## src/rtl/block_stream_pkg.sv

```systemverilog
// Shared types, constants and elaboration helpers for the block stream multiplexer.
package block_stream_pkg;

  typedef enum logic {IDLE, SEND} state_t;

  localparam int OUT_W  = 32;
  localparam int HALF_W = 16;

  function automatic int clog2(input int value);
    int r;
    r = 0;
    while ((1 << r) < value) r++;
    return r;
  endfunction

  function automatic bit params_legal(input int num_ch, input int lanes, input int coef_w,
                                      input int rows, input int fifo_depth);
    return (num_ch >= 1) && (num_ch <= 8) &&
           (lanes >= 2) && (lanes % 2 == 0) &&
           (coef_w >= 2) && (coef_w <= HALF_W) &&
           (rows >= 1) && (fifo_depth >= rows) && (fifo_depth >= 2) &&
           ((fifo_depth & (fifo_depth - 1)) == 0);
  endfunction

endpackage

```

## src/rtl/block_stream_mux_row_fifo.sv

```systemverilog
// First-word-fall-through row FIFO; also exposes the row behind the head so a
// reader popping on this edge can register the following row in the same cycle.
module row_fifo
  import block_stream_pkg::*;
#(
  parameter int WIDTH = 96,
  parameter int DEPTH = 16
) (
  input  logic                     clk,
  input  logic                     rst,
  input  logic                     push,
  input  logic                     pop,
  input  logic [WIDTH-1:0]         din,
  output logic [WIDTH-1:0]         head,
  output logic [WIDTH-1:0]         head_next,
  output logic [clog2(DEPTH):0]    count,
  output logic                     full,
  output logic                     empty
);

  localparam int AW = clog2(DEPTH);
  localparam int CW = AW + 1;

  logic [WIDTH-1:0] mem [DEPTH];
  logic [AW-1:0]    wr_ptr, rd_ptr, rd_ptr_nx;
  logic             push_ok, pop_ok;

  assign full      = (count == CW'(DEPTH));
  assign empty     = (count == '0);
  assign push_ok   = push & ~full;
  assign pop_ok    = pop & ~empty;
  assign rd_ptr_nx = rd_ptr + AW'(1);
  assign head      = mem[rd_ptr];
  assign head_next = mem[rd_ptr_nx];

  always_ff @(posedge clk) begin
    if (push_ok) mem[wr_ptr] <= din;
  end

  always_ff @(posedge clk) begin
    if (rst) begin
      wr_ptr <= '0;
      rd_ptr <= '0;
      count  <= '0;
    end else begin
      if (push_ok) wr_ptr <= wr_ptr + AW'(1);
      if (pop_ok)  rd_ptr <= rd_ptr_nx;
      count <= count + CW'(push_ok) - CW'(pop_ok);
    end
  end

endmodule

```

## src/rtl/block_stream_mux.sv

```systemverilog
// Buffers NUM_CH channels of coefficient rows and serialises whole ROWSxLANES
// blocks onto a 32-bit AXI4-Stream master with round-robin block arbitration.
module block_stream_mux
  import block_stream_pkg::*;
#(
  parameter int NUM_CH     = 3,
  parameter int LANES      = 8,
  parameter int COEF_W     = 12,
  parameter int ROWS       = 8,
  parameter int FIFO_DEPTH = 16
) (
  input  logic                             i_clk,
  input  logic                             i_rst,
  input  logic [NUM_CH*LANES*COEF_W-1:0]   s_row_data,
  input  logic [NUM_CH-1:0]                s_row_valid,
  output logic [NUM_CH-1:0]                s_row_ready,
  output logic [OUT_W-1:0]                 m_axis_data,
  output logic                             m_axis_valid,
  input  logic                             m_axis_ready,
  output logic                             m_axis_last,
  output logic [2:0]                       m_axis_user,
  output logic [NUM_CH-1:0]                o_drop_err
);

  localparam int ROW_W = LANES * COEF_W;
  localparam int CW    = clog2(FIFO_DEPTH) + 1;
  localparam int NPAIR = LANES / 2;
  localparam int PW    = (clog2(NPAIR) < 1) ? 1 : clog2(NPAIR);
  localparam int RW    = (clog2(ROWS) < 1) ? 1 : clog2(ROWS);

  if (!params_legal(NUM_CH, LANES, COEF_W, ROWS, FIFO_DEPTH)) begin : g_bad_params
    $error("block_stream_mux: illegal parameter combination");
  end

  state_t           state;
  logic [2:0]       gnt, rr_ptr, pick;
  logic             any_elig;
  logic [PW-1:0]    pair;
  logic [RW-1:0]    row;
  logic [ROW_W-1:0] heads      [NUM_CH];
  logic [ROW_W-1:0] next_heads [NUM_CH];
  logic [CW-1:0]    counts     [NUM_CH];
  logic [NUM_CH-1:0] push, pop, full, empty, eligible;
  logic [7:0]       elig8;
  logic [2:0]       idx;

  for (genvar c = 0; c < NUM_CH; c++) begin : g_ch
    assign s_row_ready[c] = ~full[c];
    assign push[c]        = s_row_valid[c] & ~full[c];
    assign pop[c]         = (state == SEND) && m_axis_ready && (gnt == 3'(c)) &&
                            (pair == PW'(NPAIR - 1)) && !empty[c];
    assign eligible[c]    = (counts[c] >= CW'(ROWS));

    row_fifo #(
      .WIDTH (ROW_W),
      .DEPTH (FIFO_DEPTH)
    ) u_fifo (
      .clk       (i_clk),
      .rst       (i_rst),
      .push      (push[c]),
      .pop       (pop[c]),
      .din       (s_row_data[c*ROW_W +: ROW_W]),
      .head      (heads[c]),
      .head_next (next_heads[c]),
      .count     (counts[c]),
      .full      (full[c]),
      .empty     (empty[c])
    );
  end

  function automatic logic [OUT_W-1:0] pack_pair(input logic [ROW_W-1:0] r,
                                                 input logic [PW-1:0] p);
    logic signed [COEF_W-1:0] lo, hi;
    logic signed [HALF_W-1:0] lo16, hi16;
    lo   = r[(2*int'(p))*COEF_W +: COEF_W];
    hi   = r[(2*int'(p)+1)*COEF_W +: COEF_W];
    lo16 = lo;
    hi16 = hi;
    return {hi16, lo16};
  endfunction

  always_comb begin
    elig8    = 8'(eligible);
    pick     = '0;
    any_elig = 1'b0;
    idx      = '0;
    for (int unsigned i = 0; i < NUM_CH; i++) begin
      idx = 3'((int'(rr_ptr) + i) % NUM_CH);
      if (!any_elig && elig8[idx]) begin
        any_elig = 1'b1;
        pick     = idx;
      end
    end
  end

  always_ff @(posedge i_clk) begin
    if (i_rst) o_drop_err <= '0;
    else       o_drop_err <= o_drop_err | (s_row_valid & full);
  end

  // At a pair wrap the head is popped on this same edge, so the next word is
  // taken from the row behind the head.
  always_ff @(posedge i_clk) begin
    if (i_rst) begin
      state        <= IDLE;
      gnt          <= '0;
      rr_ptr       <= '0;
      pair         <= '0;
      row          <= '0;
      m_axis_valid <= 1'b0;
      m_axis_last  <= 1'b0;
      m_axis_data  <= '0;
      m_axis_user  <= '0;
    end else begin
      case (state)
        IDLE: begin
          if (any_elig) begin
            gnt          <= pick;
            m_axis_user  <= pick;
            rr_ptr       <= (pick == 3'(NUM_CH - 1)) ? '0 : pick + 3'd1;
            pair         <= '0;
            row          <= '0;
            m_axis_valid <= 1'b1;
            m_axis_data  <= pack_pair(heads[pick], '0);
            m_axis_last  <= (ROWS == 1) && (NPAIR == 1);
            state        <= SEND;
          end
        end
        SEND: begin
          if (m_axis_ready) begin
            if (m_axis_last) begin
              m_axis_valid <= 1'b0;
              m_axis_last  <= 1'b0;
              state        <= IDLE;
            end else if (pair == PW'(NPAIR - 1)) begin
              pair        <= '0;
              row         <= row + RW'(1);
              m_axis_data <= pack_pair(next_heads[gnt], '0);
              m_axis_last <= (row + RW'(1) == RW'(ROWS - 1)) && (NPAIR == 1);
            end else begin
              pair        <= pair + PW'(1);
              m_axis_data <= pack_pair(heads[gnt], pair + PW'(1));
              m_axis_last <= (row == RW'(ROWS - 1)) && (pair + PW'(1) == PW'(NPAIR - 1));
            end
          end
        end
        default: state <= IDLE;
      endcase
    end
  end

endmodule

```

## config.mk

```make
export PLATFORM = sky130hd
export DESIGN_NAME = block_stream_mux
export DESIGN_NICKNAME = d
export VERILOG_FILES = /design/src/rtl/block_stream_pkg.sv /design/src/rtl/block_stream_mux_row_fifo.sv /design/src/rtl/block_stream_mux.sv
export SDC_FILE = /design/constraint.sdc
export NUM_CORES = 2
export LEC_CHECK = 0
export BUFFER_PORTS_ARGS = -buffer_cell sky130_fd_sc_hd__buf_2
export CAP_MARGIN = 20
export CORE_MARGIN = 5
export CORE_UTILIZATION = 50
export CTS_CLUSTER_SIZE = 30
export DETAILED_ROUTE_END_ITERATION = 10
export GPL_TIMING_DRIVEN = 0
export MAX_ROUTING_LAYER = met4
export PLACE_DENSITY = 0.64
export SKIP_CTS_REPAIR_TIMING = 1
export SYNTH_ARGS = -nofsm -noshare
export SYNTH_HDL_FRONTEND = slang
export SYNTH_MEMORY_MAX_BITS = 65536
export SYNTH_SLANG_ARGS = --single-unit
```

## constraint.sdc

```tcl
create_clock -name i_clk -period 32.1 [get_ports i_clk]
set_input_delay 1.605 -clock i_clk [delete_from_list [all_inputs] [get_ports i_clk]]
set_output_delay 1.605 -clock i_clk [all_outputs]
set_load 0.01 [all_outputs]
```

==> flow_summary.yaml <==
clock_tree:
  clk_latency_ps: 1030
  cts-root-buf: "clkbuf_16"
  htree_num_levels: 5
  clk_pin_slew_ps: 70
  cts_buffers: 467
  cts_sinks: 4700
  cts_tree: "done"
  clock_path_buffers: 4
sta:
  clock_skew_ps: 55.3
  worst_pin_slew_ps: 1400
  fin_tns_setup_ps: 0
  max_freq_ghz: 0.166
  min_period_ps: 6020
  rsz0062_at_grt: "false"
  period_share: 0.187
  setup_viol: 0
  relSlewSlack: 0.0597
  hold_viol_final: 0
  slew_viol_final: 0
power:
  p_int_uw: 10500
  pwr-share-seq: 0.503
  pwr-share-clk: 0.389
  power.switching_uw: 3430
  irDropWorstVdd_v: 0.0000665
  power_density_nw_per_um2: 62.7
  p_leak_uw: 0.0677
  sw_frac_of_total: 0.247
  p_comb_frac: 0.108
die:
  die_y_um: 627
  core_area_sq_um: 379000
  pin_count: 337
  dieWidth_um: 627
  initial_core_util: 0.502
  rows: 226
  dieArea_sq_um: 393000
cells_and_area:
  design_area_sq_um: 221000
  n_fill_cell: 26900
  area_growth_pct: 16.2
  final_nets: 10000
  layout-drive-gt1-share: 0.347
  final_util: 0.584
  ff_latch_area_sq_um: 140000
  multi_input_area_sq_um: 48200
synth:
  ys_warn_count: 0
  synth.net_count: 8684
  synth_edf_count: 4608
  yosysTopAreaCellShare: 0.726
  syn_avg_cell_area_sq_um: 22.9
  async_reset_ff_frac: 0
  syn_area_sq_um: 190000
  ys_seq_elements: 4700
  yosys.area.top_type: "edfxtp_1"
  syn-instance-count: 8326
  synth_common_cells: "edfxtp_1, mux4_2, clkbuf_1"
  yosysMostFrequentCell: "edfxtp_1"
  synth.area.top_cells: "edfxtp_1, mux4_2, mux2i_1, dfxtp_1, clkbuf_1"
  seq_area_frac_synth: 0.736
  ys.flop_type: "edfxtp_1"
  synthDistinctLibCells: 70
critical_path:
  crit_required_ps: 32980
  critPathMaxFanout: 10
  crit_path_end_kind: "register"
  start_kind: "register"
  criticalPathCategory: "register to register"
  crit_arrival_ps: 6890
detailed_routing:
  ant_nets: 0
  wl_per_cell_um: 37.8
  dr.pass1.iters: 6
  drt-initial-drc-count: 13500
  wl_um: 574000
  routed-via-count: 99100
  drc_errors: 0
  viasPerCell: 6.53
place:
  post_dp_cell_area_sq_um: 206000
  port_buffers: 335
  dp_hpwl_um: 406000
  gp_congestion: 0.984
global_route:
  grt_pass1_vias: 98100
  grt_max_degree: 43
  overflow: 0
  grt_antenna_before_repair: 152
  grt_usage: 0.299
  grt_pass1_wl_um: 790000
min_path:
  hp-start: "o_drop_err[2]"
  min_path_type: "register to register"
status:
  outcome: "finished, final reports clean"
run:
  drv_cap: 0
[cell type report]
class | instances | area share
sequential | 4700 | 0.633
multi-input combinational | 3036 | 0.218
clock buffer | 570 | 0.0548
timing repair buffer | 889 | 0.0404
tap | 5016 | 0.0283
clock inverter | 282 | 0.0134
buffer | 531 | 0.00991
antenna | 98 | 0.00111
inverter | 59 | 0.00100
[cell usage in the layout, fill, tap and decap left out, types with 12 or more instances in the layout]
cell type	count
buf_1	86
clkinv_16	15
mux2i_1	238
a211oi_1	15
nor3_2	12
edfxtp_1	4608
clkbuf_1	417
o21a_1	25
inv_1	56
buf_2	450
nand2_1	157
nor2_4	20
o22ai_1	47
o32ai_1	22
mux4_2	1709
mux2_2	49
buf_8	82
o22a_1	22
nor2_1	207
o31a_1	46
diode_2	98
buf_16	39
buf_12	83
bufinv_16	45
ha_1	60
a311oi_1	24
clkinv_1	114
clkinvlp_4	19
dfxtp_1	92
o21ai_0	103
clkbuf_16	470
a32o_1	23
clkinv_2	74
xnor2_1	12
o211ai_1	30
a21oi_1	48
buf_6	183
xor2_1	20
nand3_1	16
buf_4	176
[sequential cells by signal, indices dropped and copies added, names as in the netlist, named ones only]
name	flops
g_ch.u_fifo.mem	4608
m_axis_last	1
g_ch.u_fifo.count	15
m_axis_data	24
g_ch.u_fifo.wr_ptr	12
row	3
gnt	3
m_axis_valid	1
rr_ptr	3
pair	2
o_drop_err	3
state	1
g_ch.u_fifo.rd_ptr	12
[worst max-delay path, stage by stage, from the launching register on]
cell,delay (ps)
dfxtp_1,310
buf_2,170
clkbuf_1,420
buf_2,490
clkbuf_1,870
clkbuf_1,700
mux4_2,420
mux2i_1,390
o32ai_1,190
a211oi_1,1030
a21oi_1,300
a32o_1,340
o31a_1,230
[layer usage]
| metal | GRT usage | wire length (um) | vias to the layer above |
|---|---|---|---|
| li1 | - | - | 38900 |
| met5 | - | 0 | - |
| met2 | 0.459 | 276000 | 5645 |
| met1 | 0.384 | 208000 | 53400 |
| met3 | 0.0657 | 56200 | 1120 |
| met4 | 0.148 | 34000 | 0 |
[path summary, 6_finish.rpt]
check,cells after the start,end,slack (ps)
max,12,m_axis_data[19],26080
min,2,o_drop_err[2],490
min reg2reg,2,o_drop_err[2],490
max reg2reg,12,m_axis_data[19],26080
[per-stage QoR]
step                      worst slack (ps)  hold WS [ps]  cells  power, uW
final                                26080           486  15200      13900
after CTS                            26180           488  15100      13900
after detailed placement             26230           465  14200       8570
after floorplan                      20520           452   8326       7830
after global placement                5500           463  13700       8570
after global routing                 25950           514  15200      14300
[cell families after synthesis]
kind of cell               Yosys count  share of synthesized area
xor gates and xnor gates            33                    0.00156
adders and majority gates           64                    0.00436
and+or+nand+nor                    489                     0.0109
DFF                               4700                      0.736
buffers and inverters              590                     0.0127
muxes                             1996                      0.217
AOI/OAI and AO/OA                  454                     0.0169
[power groups by stage]
stage          registers (uW)  clock network [uW]  logic, uW
6_report                 6990                5400       1500
5_1_grt                  7000                5730       1540
4_1_cts                  6990                5460       1460
3_5_place_dp             7120                   0       1450
3_3_place_gp             7220                   0       1350
2_1_floorplan            7150                   0        684
No activity file was read; power rests on OpenSTA's default activity.
